==> src/rtl/dm_arb_pkg.sv <==
// Shared types and constants for the debug-module port arbiter.
// The default window constants are also used by the soc_top address decode.
package dm_arb_pkg;

    typedef enum logic [1:0] {
        IDLE  = 2'd0,
        ISSUE = 2'd1,
        RESP  = 2'd2,
        ERR   = 2'd3
    } arb_state_t;

    localparam logic HOST_D = 1'b0;
    localparam logic HOST_F = 1'b1;

    localparam logic [31:0] DM_BASE_DEFAULT = 32'hCD00_0000;
    localparam logic [31:0] DM_MASK_DEFAULT = 32'hFFFF_0000;

endpackage

==> src/rtl/rr_arb2.sv <==
// Combinational two-requester round-robin picker.
// On a tie, the requester that was not granted last wins.
module rr_arb2
    import dm_arb_pkg::*;
(
    input  logic [1:0] req,
    input  logic       last,
    output logic       gnt_valid,
    output logic       gnt_id
);

    always_comb begin
        gnt_valid = |req;
        gnt_id    = HOST_D;
        if (req[HOST_D] && req[HOST_F]) begin
            gnt_id = ~last;
        end else if (req[HOST_F]) begin
            gnt_id = HOST_F;
        end
    end

endmodule

==> src/rtl/dm_port_arbiter.sv <==
// Serialises the data-bus (D) and debug-fetch (F) requesters onto the single dm_top
// slave port: one access at a time, fixed latency, out-of-window accesses answered locally.
//
// state | meaning
// IDLE  | no access in progress; arbitrate and latch the winner's command
// ISSUE | slave_req_o high for one cycle with the latched command
// RESP  | ready to the winner, read data passed through from slave_rdata_i
// ERR   | address outside the window; ready with zero data, dm_top untouched
module dm_port_arbiter
    import dm_arb_pkg::*;
#(
    parameter int              XLEN    = 32,
    parameter logic [XLEN-1:0] DM_BASE = XLEN'(DM_BASE_DEFAULT),
    parameter logic [XLEN-1:0] DM_MASK = XLEN'(DM_MASK_DEFAULT)
) (
    input  logic                clk_i,
    input  logic                rst_ni,
    input  logic                d_req_i,
    input  logic                d_we_i,
    input  logic [XLEN-1:0]     d_addr_i,
    input  logic [XLEN/8-1:0]   d_be_i,
    input  logic [XLEN-1:0]     d_wdata_i,
    output logic                d_ready_o,
    output logic [XLEN-1:0]     d_rdata_o,
    output logic                d_err_o,
    input  logic                f_req_i,
    input  logic [XLEN-1:0]     f_addr_i,
    output logic                f_ready_o,
    output logic [XLEN-1:0]     f_rdata_o,
    output logic                slave_req_o,
    output logic                slave_we_o,
    output logic [XLEN-1:0]     slave_addr_o,
    output logic [XLEN/8-1:0]   slave_be_o,
    output logic [XLEN-1:0]     slave_wdata_o,
    input  logic [XLEN-1:0]     slave_rdata_i,
    output logic                busy_o
);

    localparam int BW = XLEN / 8;

    arb_state_t      state_q, state_d;
    logic            cmd_host_q;
    logic            cmd_we_q;
    logic [XLEN-1:0] cmd_addr_q;
    logic [BW-1:0]   cmd_be_q;
    logic [XLEN-1:0] cmd_wdata_q;
    logic            last_grant_q;

    logic            gnt_valid;
    logic            gnt_id;
    logic [XLEN-1:0] win_addr;
    logic            win_in_range;

    rr_arb2 u_rr_arb2 (
        .req       ({f_req_i, d_req_i}),
        .last      (last_grant_q),
        .gnt_valid (gnt_valid),
        .gnt_id    (gnt_id)
    );

    assign win_addr     = (gnt_id == HOST_F) ? f_addr_i : d_addr_i;
    assign win_in_range = ((win_addr & DM_MASK) == DM_BASE);

    always_ff @(posedge clk_i or negedge rst_ni) begin
        if (!rst_ni) begin
            state_q <= IDLE;
        end else begin
            state_q <= state_d;
        end
    end

    always_comb begin
        state_d = state_q;
        case (state_q)
            IDLE:    if (gnt_valid) state_d = win_in_range ? ISSUE : ERR;
            ISSUE:   state_d = RESP;
            RESP:    state_d = IDLE;
            ERR:     state_d = IDLE;
            default: state_d = IDLE;
        endcase
    end

    // Command and grant history only move on a grant; mid-access inputs are ignored.
    always_ff @(posedge clk_i or negedge rst_ni) begin
        if (!rst_ni) begin
            cmd_host_q   <= HOST_D;
            cmd_we_q     <= 1'b0;
            cmd_addr_q   <= '0;
            cmd_be_q     <= '0;
            cmd_wdata_q  <= '0;
            last_grant_q <= HOST_D;
        end else if (state_q == IDLE && gnt_valid) begin
            cmd_host_q   <= gnt_id;
            cmd_addr_q   <= win_addr;
            last_grant_q <= gnt_id;
            if (gnt_id == HOST_F) begin
                cmd_we_q    <= 1'b0;
                cmd_be_q    <= '1;
                cmd_wdata_q <= '0;
            end else begin
                cmd_we_q    <= d_we_i;
                cmd_be_q    <= d_be_i;
                cmd_wdata_q <= d_wdata_i;
            end
        end
    end

    always_comb begin
        slave_req_o   = 1'b0;
        slave_we_o    = 1'b0;
        slave_addr_o  = '0;
        slave_be_o    = '0;
        slave_wdata_o = '0;
        d_ready_o     = 1'b0;
        d_rdata_o     = '0;
        d_err_o       = 1'b0;
        f_ready_o     = 1'b0;
        f_rdata_o     = '0;
        busy_o        = (state_q != IDLE);
        case (state_q)
            ISSUE: begin
                slave_req_o   = 1'b1;
                slave_we_o    = cmd_we_q;
                slave_addr_o  = cmd_addr_q;
                slave_be_o    = cmd_be_q;
                slave_wdata_o = cmd_wdata_q;
            end
            RESP: begin
                if (cmd_host_q == HOST_F) begin
                    f_ready_o = 1'b1;
                    f_rdata_o = slave_rdata_i;
                end else begin
                    d_ready_o = 1'b1;
                    d_rdata_o = slave_rdata_i;
                end
            end
            ERR: begin
                // F gets zero data, which decodes as an illegal instruction.
                if (cmd_host_q == HOST_F) begin
                    f_ready_o = 1'b1;
                end else begin
                    d_ready_o = 1'b1;
                    d_err_o   = 1'b1;
                end
            end
            default: ;
        endcase
    end

endmodule

==> config.mk <==
export PLATFORM = sky130hd
export DESIGN_NAME = dm_port_arbiter
export DESIGN_NICKNAME = d
export VERILOG_FILES = /design/src/rtl/dm_arb_pkg.sv /design/src/rtl/rr_arb2.sv /design/src/rtl/dm_port_arbiter.sv
export SDC_FILE = /design/constraint.sdc
export NUM_CORES = 1
export LEC_CHECK = 0
export CAP_MARGIN = 20
export CORE_AREA = 2 2 108 110
export DETAILED_ROUTE_END_ITERATION = 7
export DIE_AREA = 0 0 110 112
export HOLD_SLACK_MARGIN = 0.06
export PLACE_DENSITY = 0.81
export SETUP_SLACK_MARGIN = 0.4
export SLEW_MARGIN = 5
export SYNTH_ARGS = -nofsm -noshare
export SYNTH_HDL_FRONTEND = slang
export SYNTH_SLANG_ARGS = --single-unit
==> constraint.sdc <==
create_clock -name clk_i -period 2 [get_ports clk_i]
set_input_delay 0.4 -clock clk_i [delete_from_list [all_inputs] [get_ports clk_i]]
set_output_delay 0.4 -clock clk_i [all_outputs]
set_load 0.05 [all_outputs]
; ---- Yosys cells after proc, flatten, opt, wreduce, memory -nomap -nowiden
; Index checks and enable logic that the tools add are counted.
[totals]
elab_cells = 41
ff_bits = 72
[op_classes]
reduce_logical = 6
eq_ne = 5
bitwise = 1
mux = 23
[ops]
columns = operator, count
row1 = two-way mux 32 bit, 8
row2 = equality test 16 bit (second input constant), 1
row3 = two-way mux 1 bit, 10
row4 = two-way mux 4 bit, 2
row5 = case mux 2 bit (3 select lines), 1
row6 = equality test 2 bit (second input constant), 2
row7 = two-way mux 2 bit, 2
row8 = OR reduction 2 bit, 2
row9 = equality test 2 x 1 -> 1 bit (second input constant), 1
row10 = logical AND 1 bit, 2
row11 = zero test 2 bit, 1
row12 = inequality test 2 bit (second input constant), 1
row13 = nonzero test 2 bit, 1
row14 = NOT 1 bit, 1

; ---- Longest topological paths before layout
; Gate-level depths: netlist of run 1.
[depth]
depth_word = 7
mapped_depth = 6
mapped_depth_nobuf = 5

; ---- Modules after synthesis
; A second synthesis of run 1 with hierarchy kept.
[hier_totals]
hier_cells = 515
hier_area_um2 = 4111.4
[by_module_without_submodules]
columns = module, area_each_um2, seq_area_each_um2, n_inst, cells_each
row1 = dm_port_arbiter, 4097.7, 1801.7, 1, 513
row2 = rr_arb2, 13.8, 0.0, 1, 2

; ---- Least setup slack after synthesis of run 1
; Ideal clock, no wire load.
[synth_timing]
kind = register to output
startpoint = register state_q[0]
endpoint = output slave_addr_o[22]
required_ps = 1600
setup_slack_ps = -159
stages_incl_launch_ff = 5
arrival_time_ps = 1759
cell_sequence = dfrtp_1 inv_2 nor2_2 clkbuf_1 and2_1
[synth_via]
elab_chain_cells = 2
[synth_lines]
columns = element, line_no
row1 = from (decl), dm_port_arbiter.sv:41  ; arb_state_t state_q, state_d;
row2 = from (signal assigned), dm_port_arbiter.sv:68  ; state_q <= state_d;
row3 = equality test 2 x 1 -> 1 bit, dm_port_arbiter.sv:120  ; case (state_q)
row4 = two-way mux 32 bit, dm_port_arbiter.sv:120
row5 = to (decl), dm_port_arbiter.sv:32  ; output logic [XLEN-1:0] slave_addr_o,
; Every way passes these cells.

; ---- Final worst setup path of run 1
[layout_timing]
startpoint = register state_q[0]
endpoint = register state_q[1]
[layout_via]
elab_chain_cells = 3
word_cells_on_any_way = 7
classes_between = 4 x eq/ne / 1 x mux / 2 x reduce/logical
[layout_lines]
columns = element, line_no
row1 = equality test 2 bit, dm_port_arbiter.sv:74  ; case (state_q)
row2 = OR reduction 2 bit (no source line), -
row3 = case mux 2 bit (3 select lines), dm_port_arbiter.sv:74
; Several ways; a longest one is shown, not always the timed one.
; A chain may end at the register's enable or synchronous reset.

==> results of run 1 <==
==> path summary, 6_finish.rpt <==
path	cells past startpoint	from	endpoint
min in group asynchronous	2	rst_ni	cmd_wdata_q[26]
hold / removal	1	cmd_wdata_q[7]	cmd_wdata_q[7]
max in group asynchronous	3	rst_ni	last_grant_q
hold reg to reg	1	cmd_wdata_q[7]	cmd_wdata_q[7]
setup / recovery	5	state_q[0]	state_q[1]
setup reg to reg	5	state_q[0]	state_q[1]
==> power breakdown <==
part,switching (mW),leakage (nW),total [mW],internal (mW)
clock network,0.666,0.130,1.55,0.888
logic,5.85,3.28,10.6,4.75
registers,0.703,0.891,2.89,2.18
total,7.22,4.30,15.0,7.82
==> final cells by class <==
| type | instances | area share, % |
|---|---|---|
| antenna | 5 | 0.118 |
| clock buffer | 12 | 2.41 |
| clock inverter | 1 | 0.0470 |
| inverter | 5 | 0.282 |
| multi-input combinational | 326 | 29.9 |
| sequential | 72 | 17.0 |
| tap | 143 | 1.68 |
| timing repair buffer | 334 | 48.6 |
==> repair_timing <==
item                                    in CTS  in global routing
endpoints found under the setup margin     181                204
hold buffers                                 1                  0
pin swaps                                   40                 40
gates cloned                                 8                  9
endpoints found under the hold margin        4                  0
buffers inserted                            14                 11
resized for setup                          112                104
==> Yosys cell counts (2+ instances only) <==
master,instances,share of area (%)
sky130_fd_sc_hd__nand2b_1,2,0.32
sky130_fd_sc_hd__o21ai_1,31,4.0
sky130_fd_sc_hd__clkbuf_1,19,1.8
sky130_fd_sc_hd__inv_2,2,0.19
sky130_fd_sc_hd__nor2_1,68,6.6
sky130_fd_sc_hd__inv_1,3,0.29
sky130_fd_sc_hd__and2_1,69,11
sky130_fd_sc_hd__buf_4,7,1.4
sky130_fd_sc_hd__o22a_1,4,0.90
sky130_fd_sc_hd__a22o_1,33,7.4
sky130_fd_sc_hd__buf_2,7,0.90
sky130_fd_sc_hd__nand2_1,66,6.4
sky130_fd_sc_hd__mux2i_1,32,8.2
sky130_fd_sc_hd__nor4bb_1,2,0.51
sky130_fd_sc_hd__nor4_1,2,0.32
sky130_fd_sc_hd__nor2_2,2,0.32
sky130_fd_sc_hd__nand4_1,2,0.32
sky130_fd_sc_hd__nor4b_1,2,0.45
sky130_fd_sc_hd__dfrtp_1,72,46
==> metal layers <==
layer / part of all wire [%] / track usage (%)
met5: 0.11 / 0
met4: 12 / 21.1
met3: 12 / 10.4
met2: 46 / 56.0
met1: 30 / 35.3
==> cells by family (layout without fill, tap and decap cells) <==
kind of cell | count (synthesis) | after routing
buf+inv | 39 | 352
compound gates | 75 | 75
simple gates | 218 | 219
mux | 32 | 32
other cells | 0 | 5
flops | 72 | 72
==> state kept, by name (all words and copies together), names as in the netlist <==
register and cells:
last_grant_q 1, cmd_be_q 4, cmd_wdata_q 32, cmd_addr_q 32, cmd_we_q 1, state_q 2
==> qor.tcl, run 1 <==
set qor(p_leak_nw) 4.30
set qor(slowest_stage) {sky130_fd_sc_hd__nor4b_1}
set qor(initial_core_util_pct) 34.8
set qor(layout.cells.most_common) {sky130_fd_sc_hd__buf_12}
set qor(area.growth.synth_to_final_pct) 174
set qor(clk_pin_slew_ns) 0.07
set qor(critical_path_peak_fanout) 3
set qor(criticalPathCategory) {register to register}
set qor(dp_cells) 837
set qor(routedWlPerCell_um) 36.0
set qor(route.antenna.remaining_nets) 0
set qor(cts_sinks) 72
set qor(grt_usage_pct) 33.2
set qor(postLayoutCoreUtil_pct) 95.2
set qor(final.fill_count) 230
set qor(drt_first_iter_violations) 784
set qor(synth_nets) 573
set qor(ys_types) 30
set qor(postSynth.topFlopCell) {sky130_fd_sc_hd__dfrtp_1}
set qor(synth_sequential_area_ratio_pct) 46.3
set qor(cp_cell_sequence) {buf_4, nor4b_1, nand4_1, o22ai_1, a211oi_1}
set qor(post_layout_nonfiller_instances) 898
set qor(critical-path-max-stage-delay_ns) 0.92
set qor(final-seq-area_sq_mm) 0.00181
set qor(fin_worst_skew_ns) 0.0129
set qor(max_slew.worst_pin.slew_ns) 1.06
set qor(synthesis.area_sq_mm) 0.00389
set qor(synth_async_sr_flop_share_pct) 100
set qor(worst_setup_path_start_kind) {register}
set qor(clock_tree.htree_level_count) 3
set qor(fmax_ghz) 0.420
set qor(detailroute.via_count) 5777
set qor(postSynthRegisterBits) 72
set qor(yosys-mux-area-fraction_pct) 8.24
set qor(number_of_standard_cells_after_synthesis) 436
set qor(crit_family) {simple AND/OR/NAND/NOR gates}
set qor(p_per_area_mw_per_mm2) 1410
set qor(maximum_number_of_pins_on_one_net_before_global_route_repair) 55
set qor(power_mw) 15.0
set qor(antenna_found_initial) 4
set qor(multi_input_area_sq_mm) 0.00319
set qor(tritoncts) {yes}
set qor(outcome) {finished with violations}
set qor(grt_pass1_wl_um) 30600
set qor(setup_viol) 92
set qor(pre_cts_slack_ns) -0.0943
set qor(die_width_um) 110
set qor(xor_and_xnor_area_share_after_synthesis_pct) 0
set qor(routed_wl_um) 32400
set qor(worst_slew_margin_rel_pct) 28.2
set qor(ctsRootBufferMaster) {sky130_fd_sc_hd__clkbuf_16}
set qor(finalWorstPathRequiredPeriod_ns) 2.38
set qor(final_cell_mix) {sky130_fd_sc_hd__buf_12 (159), sky130_fd_sc_hd__clkdlybuf4s50_1 (134), sky130_fd_sc_hd__dfrtp_1 (69)}
set qor(layout_cell_share_with_drive_strength_beyond_1_pct) 54.5
set qor(ios) 275
set qor(viasPerCell) 6.43
set qor(setup_repair_after_global_routing_missed_its_margin) {true}
set qor(crit_arrival_ns) 2.59
set qor(post-route-worst-setup-slack_ns) -0.383
set qor(finalNetCount) 885
set qor(hold_class) {register to register}
set qor(synthesized_area_fraction_occupied_by_ao_oa_aoi_and_oai_cells_pct) 13.6
set qor(synth_enable_flop_cells) 0
set qor(grt.overflow.total) 0
set qor(dp.final_hpwl_um) 12600
set qor(vias_in_the_first_global_route) 5269
set qor(setup_total_negative_slack_ns) -5.39
set qor(timing.max_cap.violations) 0
set qor(cp.buffers_inverters) 1
set qor(vdd_drop_max_v) 0.00116
set qor(final_period_util_pct) 119
set qor(yosys_warnings) 0
set qor(synth.avg_cell_area_sq_um) 8.92
set qor(drt_first_pass_iters) 5
set qor(final_hold_viol_count) 0
set qor(synth-adder-area-share_pct) 0
set qor(worst_skew_pair.late_latency_ns) 0.35
set qor(floorplan.core_area_sq_mm) 0.0112
set qor(endpoint_kind) {register}
set qor(maximum_buffer_depth_of_the_clock_tree) 2
set qor(placement_rows) 39
set qor(synth_top_family_by_area) {simple AND/OR/NAND/NOR gates}
set qor(numCtsBuffers) 9
set qor(failing_checks) {negative setup slack}
set qor(die-area_sq_mm) 0.0123
set qor(numPortBuffers) 274
set qor(die_height_um) 112
set qor(number_of_design_rule_violations_left_after_detail_routing) 0
set qor(place.gp.congestion) 0.870
set qor(finalMaxSlewViolations) 0
set qor(r2r_slack_ns) -0.38
set qor(worst_path_required_time_ns) 2.21
set qor(final_design_area_no_fill_sq_mm) 0.0106
set qor(post_synth_simple_gate_area_pct) 27.0
set qor(postPlaceCellArea_sq_mm) 0.00882
set qor(whs_ns) 0.501
(Power assumes the default switching activity.)
==> run 2, diff against run 1 <==
--- a/config.mk
+++ b/config.mk
@@ -5,6 +5,7 @@
 export SDC_FILE = /design/constraint.sdc
 export NUM_CORES = 1
 export LEC_CHECK = 0
+export ABC_CLOCK_PERIOD_IN_PS = 2000
 export CAP_MARGIN = 20
 export CORE_AREA = 2 2 108 110
 export DETAILED_ROUTE_END_ITERATION = 7
==> results of run 2 <==
Final layout, timing and power as in run 1 (identical DEF).
